<file path="config.mk">
export PLATFORM = sky130hd
export DESIGN_NAME = ivector_heard_serializer_flat
export DESIGN_NICKNAME = d
export VERILOG_FILES = /design/src/rtl/ivector_heard_serializer_if.sv /design/src/rtl/ivector_heard_serializer.sv /design/src/flat_wrapper.sv
export SDC_FILE = /design/constraint.sdc
export NUM_CORES = 1
export LEC_CHECK = 0
export CORE_UTILIZATION = 59
export DETAILED_ROUTE_END_ITERATION = 16
export GPL_TIMING_DRIVEN = 0
export MAX_ROUTING_LAYER = met4
export PLACE_DENSITY = 0.85
export SYNTH_ARGS = -nofsm -noshare
export SYNTH_HDL_FRONTEND = slang
export SYNTH_SLANG_ARGS = --single-unit
</file>
<file path="constraint.sdc">
create_clock -name CLK -period 4.1 [get_ports CLK]
set_input_delay 0.615 -clock CLK [delete_from_list [all_inputs] [get_ports CLK]]
set_output_delay 0.615 -clock CLK [all_outputs]
set_load 0.02 [all_outputs]
</file>
<file path="src/rtl/ivector_heard_serializer_if.sv">
// Handshake bundle between the heard() indication source and the serializer,
// plus the 32-bit word stream toward the host portal.
interface ivector_heard_serializer_if;
  logic        heard__ENA;
  logic [31:0] heard_meth;
  logic [31:0] heard_v;
  logic        heard__RDY;
  logic        out_enq__ENA;
  logic [31:0] out_enq_v;
  logic        out_enq__RDY;

  modport master (
    output heard__ENA, heard_meth, heard_v, out_enq__RDY,
    input  heard__RDY, out_enq__ENA, out_enq_v
  );

  modport slave (
    input  heard__ENA, heard_meth, heard_v, out_enq__RDY,
    output heard__RDY, out_enq__ENA, out_enq_v
  );
endinterface

</file>
<file path="src/rtl/ivector_heard_serializer.sv">
// Buffers heard(meth, v) indications in a small FIFO and emits each one as a
// header word {meth, len=2} followed by a payload word; bad methods are counted.
module ivector_heard_serializer #(
  parameter int DEPTH    = 4,
  parameter int NUM_METH = 10
) (
  input  logic                         CLK,
  input  logic                         nRST,
  ivector_heard_serializer_if.slave    bus,
  output logic [15:0]                  drop_count
);
  localparam int AW = $clog2(DEPTH);

  typedef struct packed {
    logic [15:0] meth;
    logic [31:0] v;
  } ent_t;

  typedef enum logic {HDR, PAY} state_t;

  ent_t          mem [DEPTH];
  logic [AW:0]   wr_ptr, rd_ptr;
  logic          full, empty;
  logic          meth_ok, push, pop, drop;
  state_t        state_q, state_d;
  ent_t          head;

  assign empty   = (wr_ptr == rd_ptr);
  assign full    = (wr_ptr[AW-1:0] == rd_ptr[AW-1:0]) && (wr_ptr[AW] != rd_ptr[AW]);
  assign meth_ok = (bus.heard_meth < 32'(NUM_METH));
  assign push    = bus.heard__ENA && meth_ok && !full;
  assign drop    = bus.heard__ENA && !meth_ok;
  assign head    = mem[rd_ptr[AW-1:0]];

  assign bus.heard__RDY   = !full;
  assign bus.out_enq__ENA = !empty && bus.out_enq__RDY;
  assign pop              = bus.out_enq__ENA && (state_q == PAY);

  always_ff @(posedge CLK) begin
    if (push)
      mem[wr_ptr[AW-1:0]] <= '{meth: bus.heard_meth[15:0], v: bus.heard_v};
  end

  always_ff @(posedge CLK or negedge nRST) begin
    if (!nRST) begin
      wr_ptr     <= '0;
      rd_ptr     <= '0;
      state_q    <= HDR;
      drop_count <= '0;
    end else begin
      if (push)
        wr_ptr <= wr_ptr + 1'b1;
      if (pop)
        rd_ptr <= rd_ptr + 1'b1;
      state_q <= state_d;
      if (drop && drop_count != 16'hFFFF)
        drop_count <= drop_count + 16'd1;
    end
  end

  always_comb begin
    state_d       = state_q;
    bus.out_enq_v = 32'h0;
    if (bus.out_enq__ENA)
      state_d = (state_q == HDR) ? PAY : HDR;
    if (!empty) begin
      case (state_q)
        HDR:     bus.out_enq_v = {head.meth, 16'd2};
        default: bus.out_enq_v = head.v;
      endcase
    end
  end
endmodule

</file>
<file path="src/flat_wrapper.sv">
// flat-port wrapper written by rule: the top's interface ports become plain ports
module ivector_heard_serializer_flat 
#(
  parameter int DEPTH    = 4,
  parameter int NUM_METH = 10
)
  (CLK, nRST, drop_count, bus_heard__ENA, bus_heard_meth, bus_heard_v, bus_out_enq__RDY, bus_heard__RDY, bus_out_enq__ENA, bus_out_enq_v);
  ivector_heard_serializer_if bus_i ();
  input  logic CLK;
  input  logic nRST;
  output logic [15:0] drop_count;
  input wire logic [$bits(bus_i.heard__ENA)-1:0] bus_heard__ENA;
  input wire logic [$bits(bus_i.heard_meth)-1:0] bus_heard_meth;
  input wire logic [$bits(bus_i.heard_v)-1:0] bus_heard_v;
  input wire logic [$bits(bus_i.out_enq__RDY)-1:0] bus_out_enq__RDY;
  output wire logic [$bits(bus_i.heard__RDY)-1:0] bus_heard__RDY;
  output wire logic [$bits(bus_i.out_enq__ENA)-1:0] bus_out_enq__ENA;
  output wire logic [$bits(bus_i.out_enq_v)-1:0] bus_out_enq_v;
  assign bus_i.heard__ENA = bus_heard__ENA;
  assign bus_i.heard_meth = bus_heard_meth;
  assign bus_i.heard_v = bus_heard_v;
  assign bus_i.out_enq__RDY = bus_out_enq__RDY;
  assign bus_heard__RDY = bus_i.heard__RDY;
  assign bus_out_enq__ENA = bus_i.out_enq__ENA;
  assign bus_out_enq_v = bus_i.out_enq_v;
  ivector_heard_serializer #(.DEPTH(DEPTH), .NUM_METH(NUM_METH)) u_core (.CLK(CLK), .nRST(nRST), .bus(bus_i), .drop_count(drop_count));
endmodule
</file>
==> results by group <==
Placed design
  – DP Worst Slack: 0.1488 ns
  – DPL Wire Length: 10,630 µm
  – Routability-driven placement congestion ratio: 0.8422
  – I/O Buffers: 117

Yosys
  – Post-synthesis register bit count: 215
  – Commonest register cell after synthesis: edfxtp_1
  – Top-count cell post-synth: edfxtp_1
  – Share of async-settable or async-resettable flops after synthesis: 10.70%
  – Fraction of post-synthesis cell area in the top cell type by area: 67.55%
  – Number of synthesized flops with an enable pin: 192
  – Biggest area consumer among synthesized cells: edfxtp_1
  – Syn avg cell area: 20.18 µm²
  – Sequential area share after synthesis: 74.29%
  – Number of library cell types mapped by synthesis: 34
  – Synthesized Nets: 497
  – Yosys synthesis warning count: 0
  – Most used standard cells in the synthesized netlist: edfxtp_1, mux4_2, dfrtp_1
  – Cell count after synthesis: 423
  – Leading cell types by total area after synthesis: edfxtp_1, mux4_2, dfrtp_1
  – Post-synthesis instance area: 8536 µm²

Run
  – Number of max-capacitance violations reported: 0

Clocking
  – Post-CTS setup buffer count: 0
  – Max Buffers Root-to-Sink: 3
  – Worst-skew pair later-pin latency: 0.50 ns
  – Clock slew seen by the registers of the worst setup and hold paths: 0.06 ns
  – # clock sinks: 215
  – Total of hold buffers inserted after clock tree synthesis: 0
  – Resize count post-CTS: 0
  – Clock buffer count from CTS: 21
  – Clock Root Buffer: clkbuf_16
  – Clock tree from TritonCTS: built
  – H-tree depth: 1

Detailed routing
  – First drt pass iteration count: 4
  – Routed wire length: 17,500 µm
  – DR DRC count: 0
  – 1st-iter DRT viols: 404
  – Average via count per standard cell: 5.972
  – Vias: 4,539
  – Wirelength per Cell: 23.03 µm
  – Post-route ant nets: 0

Critical path
  – Type of destination of the critical path: output port
  – Crit path kind: flop to output port
  – Worst path required time: 3.48 ns
  – CP Max Fanout: 10
  – Arrival time worst endpoint: 3.11 ns
  – Startpoint kind of the worst setup timing path: flop
  – Reg2Reg Setup Slack: 1.07 ns

Layout
  – Number of fill cells in the layout: 768
  – Area occupied by multi-input gates: 2086 µm²
  – Area growth from synthesis to layout: 24.80%
  – Number of nets in the final layout: 639
  – Antenna diode count: 0
  – Register area: 6341 µm²
  – Share of layout cells above drive strength 1: 18.79%

GRT
  – Maximum number of pins on one net before global-route repair: 50
  – Initial antenna violation count: 0
  – Routing layer with the top usage in global route: met2
  – Met3 global-route usage: 4.414%
  – Leftover overflow at the end of global routing: 0
  – Global-route wire length before repair: 26,340 µm
  – Total routing usage reported by global routing: 25.04%
  – Number of global-route vias before repair: 4,797
  – GR Layer Usage met2: 42.45%
  – Met1 global-route usage: 31.99%

Floorplanning
  – Die Width: 122.3 µm
  – Std cell rows: 43
  – Count of pins on the block boundary: 118
  – Initial cell density of the core: 61.02%
  – Die area: 14,950 µm²
  – Core area: 13,990 µm²
  – Die boundary height: 122.3 µm

STA
  – Setup ws final: 0.3730 ns
  – Final setup viols: 0
  – Setup repair after global routing missed its margin: no
  – Final hold vios: 0
  – Relative slew margins: 9.062%
  – Setup Skew: 0.02327 ns
  – Fin crit period: 3.727 ns
  – Total count of max-transition violations in the final report: 0
  – Fin crit share: 90.90%
  – Post-Route Setup TNS: 0 ns
  – Highest attainable clock frequency: 268.3 MHz
  – Worst slew pin tran: 1.364 ns

Power and ir drop
  – Post-layout total power: 6.748 mW
  – Power density over the cells: 633.5 nW/µm²
  – Maximum resistive drop on vdd: 443.4 µV
  – Leak pwr: 3.628 nW

Outcome
  – Run status: complete, no violations

Hold path
  – Path type of the worst min-delay path: flop to flop
[layer usage]
metal,wire length [µm],vias to the layer above
met2,9144,164
met1,6959,2370
met5,0,-
li1,-,1977
met3,1064,28
met4,333,0
[worst max-delay path, cell delays in order (launching register included)]
cell,delay (ns)
dfrtp_1,0.38
buf_2,0.17
xor2_2,0.19
nor3_2,0.70
nor2b_4,0.16
clkbuf_1,0.25
and2_1,0.20
clkdlybuf4s50_1,0.56
[power breakdown]
part / leakage (nW) / switching [mW] / internal [mW] / total, mW
Combinational: 1.30 / 1.19 / 1.17 / 2.36
Sequential: 2.00 / 0.0729 / 2.45 / 2.52
Clock: 0.332 / 0.783 / 1.08 / 1.87
Total: 3.63 / 2.05 / 4.70 / 6.75
[flip-flops by register name (all words and copies together) (netlist names)]
signal             cells
u_core.mem           192
u_core.drop_count     16
u_core.rd_ptr          3
u_core.wr_ptr          3
u_core.state_q         1
[cell families after synthesis]
logic type | Yosys count | synth area share, %
and+or+nand+nor | 85 | 5.658
DFF | 215 | 74.29
xor gates and xnor gates | 23 | 2.536
AOI/OAI and AO/OA | 5 | 0.5570
muxes | 66 | 14.81
adders and majority gates | 6 | 0.8795
buffers and inverters | 23 | 1.275
[final cells by class]
| class | count | share of cell area (%) |
|---|---|---|
| sequential | 215 | 59.53 |
| multi-input combinational | 185 | 19.58 |
| timing repair buffer | 119 | 11.37 |
| clock buffer | 26 | 5.497 |
| tap | 180 | 2.114 |
| clock inverter | 12 | 0.8926 |
| buffer | 18 | 0.8457 |
| inverter | 5 | 0.1762 |
[per-stage QoR]
| step | utilization, % | hold WS (ns) | instances | instance area [µm²] |
|---|---|---|---|---|
| after floorplan | - | 0.3194 | 423 | 8536 |
| after global placement | 71.00 | 0.4756 | 720 | 9932 |
| after detailed placement | 71.00 | 0.4701 | 720 | 9932 |
| after CTS | 75.87 | 0.4944 | 758 | 10610 |
| after global routing | 76.15 | 0.5409 | 760 | 10650 |
| final | 76.15 | 0.4965 | 760 | 10650 |
[worst paths after layout]
check / from / to / cells after the start
setup / recovery: u_core.rd_ptr[1] / bus_out_enq_v[10] / 7
hold / removal: u_core.drop_count[10] / u_core.drop_count[10] / 1
setup reg to reg: u_core.rd_ptr[0] / u_core.mem[2][39] / 5
hold reg to reg: u_core.drop_count[10] / u_core.drop_count[10] / 1
max in group asynchronous: nRST / u_core.drop_count[6] / 1
min in group asynchronous: nRST / u_core.drop_count[5] / 1
[placed cells by master (no fill, tap or decap), types with 6 or more instances in the layout]
master,synthesis,layout
mux4_2,48,48
nand2_1,9,9
clkinv_2,0,6
clkbuf_1,6,8
buf_2,9,9
and2_1,15,15
clkbuf_16,0,22
dfrtp_1,23,23
clkdlybuf4s50_1,0,117
mux2i_1,16,16
edfxtp_1,192,192
nor2_1,18,18
nor4_1,11,11
ha_1,6,6
xor2_1,17,17
(Power assumes the default switching activity.)
